## config.mk

```make
export PLATFORM = sky130hd
export DESIGN_NAME = fifo_wr_arbiter
export DESIGN_NICKNAME = d
export VERILOG_FILES = /design/src/rtl/fifo_wr_arbiter.sv
export SDC_FILE = /design/constraint.sdc
export NUM_CORES = 1
export LEC_CHECK = 0
export CAP_MARGIN = 0
export CORE_UTILIZATION = 41
export DETAILED_ROUTE_END_ITERATION = 6
export PLACE_DENSITY = 0.78
export SLEW_MARGIN = 20
export SYNTH_ARGS = -nofsm -noshare
export SYNTH_HDL_FRONTEND = slang
export SYNTH_SLANG_ARGS = --single-unit
```

## constraint.sdc

```tcl
create_clock -name clk -period 2.5 [get_ports clk]
set_input_delay 0.375 -clock clk [delete_from_list [all_inputs] [get_ports clk]]
set_output_delay 0.375 -clock clk [all_outputs]
set_load 0.1 [all_outputs]
```

## src/rtl/fifo_wr_arbiter.sv

```systemverilog
// fifo_wr_arbiter
//    Round-robin arbiter that shares one FIFO write port among NUM_REQ
//    requesters. A winner owns the port for up to MAX_BURST words, then the
//    port returns to IDLE for one cycle before the next arbitration.
//
// Ports
//    clk         system clock, rising edge
//    rst_n       asynchronous active-low reset
//    req         per-requester write request (held while data is available)
//    req_data    packed requester words, requester i at [i*DATA_WIDTH +: DATA_WIDTH]
//    fifo_full   FIFO full flag (clk domain)
//    fifo_winc   FIFO write enable
//    fifo_wdata  FIFO write data (owner's word in BURST, zero otherwise)
//    grant       registered one-hot owner, zero when idle
//    ack         one-hot pulse to the owner when its word is written
//    busy        high while a burst is in progress
//    burst_cnt   words written in the current grant
module fifo_wr_arbiter #(
   parameter int NUM_REQ    = 4,
   parameter int DATA_WIDTH = 4,
   parameter int MAX_BURST  = 4
) (
   input  logic                          clk,
   input  logic                          rst_n,
   input  logic [NUM_REQ-1:0]            req,
   input  logic [NUM_REQ*DATA_WIDTH-1:0] req_data,
   input  logic                          fifo_full,
   output logic                          fifo_winc,
   output logic [DATA_WIDTH-1:0]         fifo_wdata,
   output logic [NUM_REQ-1:0]            grant,
   output logic [NUM_REQ-1:0]            ack,
   output logic                          busy,
   output logic [3:0]                    burst_cnt
);

   localparam int OW = (NUM_REQ > 1) ? $clog2(NUM_REQ) : 1;

   typedef enum logic {IDLE, BURST} state_t;

   state_t              state_q, state_d;
   logic [NUM_REQ-1:0]  grant_q, grant_d;
   logic [OW-1:0]       owner_q, owner_d;
   logic [OW-1:0]       last_owner_q, last_owner_d;
   logic [3:0]          burst_cnt_q, burst_cnt_d;

   logic                in_burst;
   logic                owner_req;
   logic                pick_found;
   logic [OW-1:0]       pick_idx;

   assign in_burst = (state_q == BURST);

   // Owner's request and data are selected through the one-hot grant, which
   // is all zero in IDLE, so both fall to zero without an extra state term.
   always_comb begin
      owner_req  = 1'b0;
      fifo_wdata = '0;
      for (int i = 0; i < NUM_REQ; i++) begin
         if (grant_q[i]) begin
            owner_req  = req[i];
            fifo_wdata = req_data[i*DATA_WIDTH +: DATA_WIDTH];
         end
      end
   end

   assign fifo_winc = in_burst & owner_req & ~fifo_full;
   assign ack       = grant_q & {NUM_REQ{fifo_winc}};
   assign grant     = grant_q;
   assign busy      = in_burst;
   assign burst_cnt = burst_cnt_q;

   // Round-robin scan starting one past the previous owner, with wrap.
   always_comb begin
      int idx;
      pick_found = 1'b0;
      pick_idx   = '0;
      idx        = 0;
      for (int i = 1; i <= NUM_REQ; i++) begin
         idx = int'(last_owner_q) + i;
         if (idx >= NUM_REQ) idx = idx - NUM_REQ;
         if (!pick_found && req[OW'(idx)]) begin
            pick_found = 1'b1;
            pick_idx   = OW'(idx);
         end
      end
   end

   always_comb begin
      state_d      = state_q;
      grant_d      = grant_q;
      owner_d      = owner_q;
      last_owner_d = last_owner_q;
      burst_cnt_d  = burst_cnt_q;
      case (state_q)
         IDLE: begin
            if (pick_found) begin
               grant_d           = '0;
               grant_d[pick_idx] = 1'b1;
               owner_d           = pick_idx;
               burst_cnt_d       = '0;
               state_d           = BURST;
            end
         end
         BURST: begin
            if (fifo_winc) burst_cnt_d = burst_cnt_q + 4'd1;
            // A full FIFO with req still high is a stall: nothing changes.
            if ((fifo_winc && (burst_cnt_q == 4'(MAX_BURST - 1))) || !owner_req) begin
               state_d      = IDLE;
               grant_d      = '0;
               last_owner_d = owner_q;
               burst_cnt_d  = '0;
            end
         end
         default: state_d = IDLE;
      endcase
   end

   always_ff @(posedge clk or negedge rst_n) begin
      if (!rst_n) begin
         state_q      <= IDLE;
         grant_q      <= '0;
         owner_q      <= '0;
         last_owner_q <= OW'(NUM_REQ - 1);
         burst_cnt_q  <= '0;
      end else begin
         state_q      <= state_d;
         grant_q      <= grant_d;
         owner_q      <= owner_d;
         last_owner_q <= last_owner_d;
         burst_cnt_q  <= burst_cnt_d;
      end
   end

endmodule

```

Yosys cells after proc, flatten, opt, wreduce, memory -nomap -nowiden
Index checks and enable logic that the tools add are counted. Widths: inputs -> output; s select.

Register bits: 13. Output and inout bits: 18. Logic and storage cells: 91.

Reduce and logical (&&, ||, !) cells: 14. Multiplexer cells: 44. Equality and inequality tests: 4. Add/sub/neg operators: 9. Bitwise operators: 5. Magnitude comparators: 10.

Operators by type and width (number): $mux 4 (9); $mux 1 (19); $lt 2x4->1 const B (4); $mux 2 (8); $pmux 4 s2 (2); $ge 3x3->1 const B (3); $bmux 1 s2 (4); $reduce_and 2->1 (4); $sub 2x1->2 const B (4); $add 2x2->3 const B (2); $logic_and 1x1->1 (5); $add 2x3->4 const B (1); $add 4x1->4 const B (1); $and 4x4->4 (1); $eq 4x2->1 const B (1); $ge 4x3->1 const B (1); $logic_not 1->1 (4); $add 2x1->3 const B (1); $lt 2x3->1 const B (1); $ne 3x2->1 const B (1); $and 1x1->1 (2); $demux 1 s2 (1); $ge 2x1->1 const B (1); $ne 2x1->1 const B (1); other kinds (4) (5).

Logic depth before layout (Yosys ltp)
Gate-level depths: netlist of run 1.

Depth after elaboration: 22. Mapped depth: 6. Depth with buffers taken out: 5.

Worst setup path before layout of run 1
OpenSTA, ideal clock, no wires.

Path type: flip-flop to output port. From: register grant_q[0] (netlist: grant[0]). To: output fifo_wdata[0]. Slack: -1.453 ns. Required time: 2.125 ns. Arrival time: 3.578 ns. Cell stages (with the launch flop): 4. Path through: dfrtp_1 -> nor2b_1 -> a221oi_1 -> o31ai_1.

Longest elaborated chain between the ends: 4.

RTL lines: start, declared (line 41) `logic [NUM_REQ-1:0] grant_q, grant_d;`; start signal, assigned (line 127) `grant_q <= grant_d;`; $mux 4 (4 in series) (line 59) `if (grant_q[i]) begin`; end, declared (line 29) `output logic [DATA_WIDTH-1:0] fifo_wdata,`.

No other way between the ends.

Worst setup path after layout of run 1
From: input req[2]. To: output ack[0].

Longest elaborated chain between the ends: 5.

RTL lines: start, declared (line 25) `input logic [NUM_REQ-1:0] req,`; $mux 1 (2 in series) (line 59); $and 1x1->1 (2 in series) (line 66) `assign fifo_winc = in_burst & owner_req & ~fifo_full;`; $and 4x4->4 (line 67) `assign ack = grant_q & {NUM_REQ{fifo_winc}};`; end, declared (line 31) `output logic [NUM_REQ-1:0] ack,`.

No other way between the ends.

==> results of run 1 <==
==> cell families (layout without fill, tap and decap cells) <==
logic type | count (synthesis) | in the layout | synth area share, %
and+or+nand+nor | 42 | 42 | 25.38
adders and majority gates | 1 | 1 | 1.379
buffers and inverters | 12 | 51 | 5.241
AOI/OAI and AO/OA | 28 | 28 | 25.24
DFF | 13 | 13 | 36.14
muxes | 5 | 5 | 6.621
==> metrics by stage <==
step	setup WS (ps)	area, um^2	total power (W)	hold slack [ps]	utilization, %
6_report	123.1	1495	0.002179	445.2	73.95
5_1_grt	11.58	1495	0.002261	512.0	73.95
4_1_cts	148.2	1495	0.002182	471.7	73.95
3_5_place_dp	146.9	1469	0.002054	475.7	72.65
3_3_place_gp	204.5	1469	0.002028	460.1	72.65
2_1_floorplan	2.069	994.7	0.001614	79.41	-
==> Yosys cell counts (5+ instances only) <==
cell type / number
dfrtp_1: 11
inv_1: 7
nor2b_1: 5
nand2_1: 13
==> worst max-delay path: cells and delay by family <==
| kind | cells | cell delay [ps] |
|---|---|---|
| simple gates | 3 | 420 |
| compound gates | 1 | 340 |
| buf+inv | 3 | 850 |
==> per-layer routing <==
layer,vias up,track usage [%],wire (um)
li1,457,-,-
met1,431,27.87,1158
met2,37,36.34,1174
met3,4,3.115,120
met4,0,8.824,42
met5,-,0,0
==> flip-flops by register name, summed over array words and instances, names as in the netlist <==
register,flops
last_owner_q,2
owner_q,2
grant,4
burst_cnt,4
busy,1
==> final timing paths <==
| check | endpoint | slack (ps) | cells after the start |
|---|---|---|---|
| max in group asynchronous | grant[1] | 1630 | 1 |
| max reg2reg | last_owner_q[0] | 570 | 5 |
| min | owner_q[1] | 450 | 1 |
| min in group clk | owner_q[1] | 490 | 1 |
| max | ack[0] | 120 | 7 |
| min reg2reg | owner_q[1] | 490 | 1 |
==> cells in the final DEF, fill, tap and decap left out, drive strengths merged, types with 3 or more instances in the layout <==
| cell | synthesis | routed |
|---|---|---|
| buf | 1 | 18 |
| a21oi | 3 | 3 |
| nor2b | 5 | 5 |
| inv | 7 | 6 |
| clkdlybuf4s50 | 0 | 22 |
| and3 | 3 | 3 |
| nand4 | 3 | 3 |
| o21ai | 4 | 4 |
| dfrtp | 11 | 11 |
| and2 | 3 | 3 |
| nor2 | 3 | 3 |
| clkbuf | 4 | 4 |
| nand2 | 13 | 13 |
| a221oi | 3 | 3 |
| o31ai | 3 | 3 |
| mux2i | 3 | 3 |
==> report_power, final <==
part           internal [W]  total, W  leakage (nW)  switching (W)
clock network     0.0000619  0.000129        0.0150      0.0000668
registers          0.000305  0.000440         0.157       0.000136
logic              0.000553   0.00161         0.417        0.00106
total              0.000919   0.00218         0.590        0.00126
==> layout make-up <==
cell class / instances / area (um^2) / share of cell area (%)
multi-input cells: 76 / 599.3 / 40.08
repair buffers: 40 / 467.9 / 31.30
flip-flops and latches: 13 / 337.8 / 22.59
well taps: 27 / 33.78 / 2.259
inverters: 7 / 30.03 / 2.008
clock buffers: 4 / 26.28 / 1.757
==> results.md, run 1 <==
- # diodes: 0
- Post-CTS Repair Setup Buffers: 0
- Ys Warns: 0
- Antenna Violating Nets Remaining: 0
- Fin crit period: 2377 ps
- Number of buffers created by CTS: 3
- Final Non-Filler Cells: 167
- #FFs+latches synth: 13
- Synth top area cells: dfrtp_1, dfstp_2, nand2_1, nor2b_1, mux2i_1
- Die footprint: 2404 um^2
- Status: finished clean
- Initial antenna violation count: 0
- Largest net degree at the start of global routing: 15
- Share of layout cells above drive strength 1: 32.86%
- Peak VDD IR: 0.0009314 V
- Die width: 49.04 um
- CP Class: in -> out
- Pwr/cell area: 1457 nW/um^2
- Crit path max fanout: 8
- Final period util: 95.07%
- Root Driver: clkbuf_4
- Number of synthesized flops with an enable pin: 0
- Cell count after synthesis: 101
- Nets: 165
- Post-CTS Resized: 0
- CP max stage delay: 550 ps
- Critical path's slowest cell: clkdlybuf4s50_1
- Pre-antenna DRT Iters: 4
- IO buf count: 40
- Grt ovf: 0
- First-pass GRT wire length: 4.008 mm
- CTS max path bufs: 2
- Async S/R FF share, synth: 100.0%
- Clock slew at reported path FFs: 80 ps
- Synth Area per Inst: 8.981 um^2
- Mapped Nets: 125
- Synth unique cells: 40
- Synthesis-to-finish area growth: 64.83%
- Routability congestion estimate: 0.7789
- Slew Limit Headroom: 63.19%
- Slew Viols, Final: 0
- RSZ-0062 raised after global routing: false
- TritonCTS clock tree: built
- Detailed Route Iter0 Violations: 17
- Max-cap check violation count: 0
- DRC violations left: 0
- Num rows: 16
- Cell taking the most area after synthesis: dfrtp_1
- Seq/Total Area, Yosys: 36.14%
- Area share of the largest cell type after synthesis: 30.34%
- Ports: 41
- Data arrival time of the critical path: 2000 ps
- Via density per instance: 5.563
- DPL Wire Length: 1.983 mm
- Core area: 2022 um^2
- Hold Vio Cnt, Final: 0
- # clock sinks: 13
- Critical-path cell list: clkdlybuf4s50_1, nor2b_1, o21ai_2, nand3_2, clkinvlp_4, and2_4, buf_12
- Setup Skew: 8.493 ps
- Worst-Skew Late Latency: 280 ps
- Hold-fix buffers, CTS: 0
- R2R Path Start: burst_cnt[1]
- Most used DFF post-synth: dfrtp_1
- Total GRT Usage: 21.66%
- Die Span Y: 49.04 um
- Post-Syn Area: 907.1 um^2
- Fmax: 420.7 MHz
- Initial core utilization: 44.86%
- Cell Count Post-Placement: 163
- Leak pwr: 0.5895 nW
- Final setup violation count: 0
- Routed length per instance: 14.94 um
- HP Class: in -> async
- Startpoint Class: input port
- Fillers: 144
- H-tree depth: 1
- Worst-Margin Slew: 550.5 ps
- WP data required: 2120 ps
- WL final: 2.495 mm
- Worst Setup End Kind: primary output
- Via count: 929
- CP startpoint: req[2]
- Vias in the first global route: 898
- Setup tns final: 0 ps
No activity file was read; power rests on OpenSTA's default activity.
==> run 2, diff against run 1 <==
SKIP_CTS_REPAIR_TIMING = 1   (was not set)
==> results of run 2 <==
The final DEF is identical to that of run 1; final timing and power are the same.
==> run 3, diff against run 2 <==
MAX_ROUTING_LAYER = met4   (was not set)
==> run 3 against run 2 <==
Compared with the run above: final cell count is the same; clock skew shrank 0.58 ps; critical path depth is the same; global-route usage grew 0.62 points; first-iteration DRC count grew 24%; worst setup slack gained 0.66 ps; combinational power is essentially flat; sequential share of layout area is the same; clock-buffer cell count is the same.
==> results.md, run 3 (synthesized netlist as in run 1, its figures left out) <==
- Worst r2r dst: last_owner_q[0] (unchanged)
- Detailed Route Iter0 Violations: 21 (was 17)
- Nets: 165 (unchanged)
- RSZ-0062 raised after global routing: false (unchanged)
- Number of buffers created by CTS: 3 (unchanged)
- WP data required: 2120 ps (about the same)
- Cell Count Post-Placement: 163 (unchanged)
- Max-cap check violation count: 0 (unchanged)
- Sw Ratio: 57.78% (was 57.81%)
- Vias in the first global route: 897 (was 898)
- Fmax: 420.8 MHz (was 420.7 MHz)
- H-tree depth: 1 (unchanged)
- Met2 GRT Util: 36.34% (unchanged)
- Via density per instance: 5.569 (was 5.563)
- Most frequent cells in the layout: clkdlybuf4s50_1, nand2_1, buf_12, buf_4, inv_1 (unchanged)
- Total GRT Usage: 22.28% (was 21.66%)
- WL final: 2.489 mm (was 2.495 mm)
- Sequential Power Share: 20.2% (about the same)
- Fillers: 144 (unchanged)
- # clock sinks: 13 (unchanged)
- HP Class: in -> async (unchanged)
- Status: finished clean (unchanged)
- Synthesis-to-finish area growth: 64.83% (unchanged)
- Net switching power: 0.001258 W (was 0.001260 W)
- CP startpoint: req[2] (unchanged)
- Reg2reg path depth: 5 (unchanged)
- Slew Limit Headroom: 63.38% (was 63.19%)
- Ports: 41 (unchanged)
- Setup tns final: 0 ps (unchanged)
- Logic pwr share: 73.9% (about the same)
- Die width: 49.04 um (unchanged)
- Multi-input gate area: 599.3 um^2 (unchanged)
- Peak VDD IR: 0.0009316 V (was 0.0009314 V)
- Final setup violation count: 0 (unchanged)
- Cell-internal power: 0.0009192 W (unchanged)
- Final period util: 95.05% (was 95.07%)
- Largest net degree at the start of global routing: 15 (unchanged)
- First-pass GRT wire length: 4.008 mm (unchanged)
- Fin crit period: 2376 ps (was 2377 ps)
- CTS max path bufs: 2 (unchanged)
- Final Non-Filler Cells: 167 (unchanged)
- CP Class: in -> out (unchanged)
- Share of layout cells above drive strength 1: 32.86% (unchanged)
- Hold Vio Cnt, Final: 0 (unchanged)
- Slew Viols, Final: 0 (unchanged)
- Slack of the worst reg-to-reg path: 570 ps (about the same)
- Num rows: 16 (unchanged)
- Reg area: 337.8 um^2 (unchanged)
- # diodes: 0 (unchanged)
- Clock slew at reported path FFs: 80 ps (about the same)
- DRC violations left: 0 (unchanged)
- Leak pwr: 0.5895 nW (unchanged)
- TritonCTS clock tree: built (unchanged)
- Worst Setup End Kind: primary output (unchanged)
- Via count: 930 (was 929)
- IO buf count: 40 (unchanged)
- Data arrival time of the critical path: 2000 ps (about the same)
- Worst-Skew Late Latency: 280 ps (about the same)
- Pre-antenna DRT Iters: 4 (unchanged)
- DPL Wire Length: 1.983 mm (unchanged)
- Initial core utilization: 44.86% (unchanged)
- Initial antenna violation count: 0 (unchanged)
- R2R Path Start: burst_cnt[1] (unchanged)
- Grt ovf: 0 (unchanged)
- Root Driver: clkbuf_4 (unchanged)
- Most common library cell in the layout ignoring fill and taps: clkdlybuf4s50_1 (unchanged)
- Routability congestion estimate: 0.7896 (was 0.7789)
- Die Span Y: 49.04 um (unchanged)
- Core area: 2022 um^2 (unchanged)
- Most Crowded Layer GR: met2 (unchanged)
- Crit path max fanout: 8 (unchanged)
- Worst-Margin Slew: 547.6 ps (was 550.5 ps)
- Clock share of power: 5.9% (about the same)
- Post-layout power: 0.002177 W (was 0.002179 W)
- GR Util met3: 3.115% (unchanged)
- Startpoint Class: input port (unchanged)
- Routed length per instance: 14.90 um (was 14.94 um)
- Met1 Use GR: 27.87% (unchanged)
- Pwr/cell area: 1456 nW/um^2 (was 1457 nW/um^2)
- Die footprint: 2404 um^2 (unchanged)
- Setup Skew: 7.910 ps (was 8.493 ps)
- Antenna Violating Nets Remaining: 0 (unchanged)
[run 3: cell counts in the layout (fill, tap and decap cells not counted)]
No cell type changed its count.
[run 3: power by group through the flow]
stage | combinational [W] | sequential, W | clock, W
2_1_floorplan | 0.000977 | 0.000637 | 0
3_3_place_gp | 0.00159 | 0.000441 | 0
3_5_place_dp | 0.00161 | 0.000443 | 0
4_1_cts | 0.00161 | 0.000438 | 0.000131
5_1_grt | 0.00167 | 0.000457 | 0.000135
6_report | 0.00161 | 0.000440 | 0.000128
[run 3: worst max-delay path by stage]
stage,cells past startpoint,to
final,7,ack[0]
after global routing,7,ack[0]
after CTS,7,ack[0]
after detailed placement,7,ack[0]
after global placement,7,ack[1]
after floorplan,6,ack[0]
[run 3: layout make-up]
class                           instances  area share (%)
Tap cell                               27           2.259
Sequential cell                        13           22.59
Clock buffer                            4           1.757
Timing Repair Buffer                   40           31.30
Inverter                                7           2.008
Multi-Input combinational cell         76           40.08
[run 3: metrics by stage]
stage | worst slack, ps | utilization [%] | hold slack, ps | instance area (um^2)
after floorplan | 2.069 | - | 79.41 | 994.7
after global placement | 204.5 | 72.65 | 460.1 | 1469
after detailed placement | 146.9 | 72.65 | 475.7 | 1469
after CTS | 148.2 | 73.95 | 471.7 | 1495
after global routing | 11.58 | 73.95 | 512.0 | 1495
final | 123.8 | 73.95 | 445.2 | 1495
[run 3: worst max-delay path, cell delays in order]
cell	delay [ps]
clkdlybuf4s50_1	550
nor2b_1	80
o21ai_2	340
nand3_2	190
clkinvlp_4	140
and2_4	150
buf_12	160
[run 3: layer usage]
| layer | wire length, um | up-vias |
|---|---|---|
| li1 | - | 456 |
| met1 | 1133 | 429 |
| met2 | 1171 | 41 |
| met3 | 141 | 4 |
| met4 | 42 | 0 |
| met5 | 0 | - |
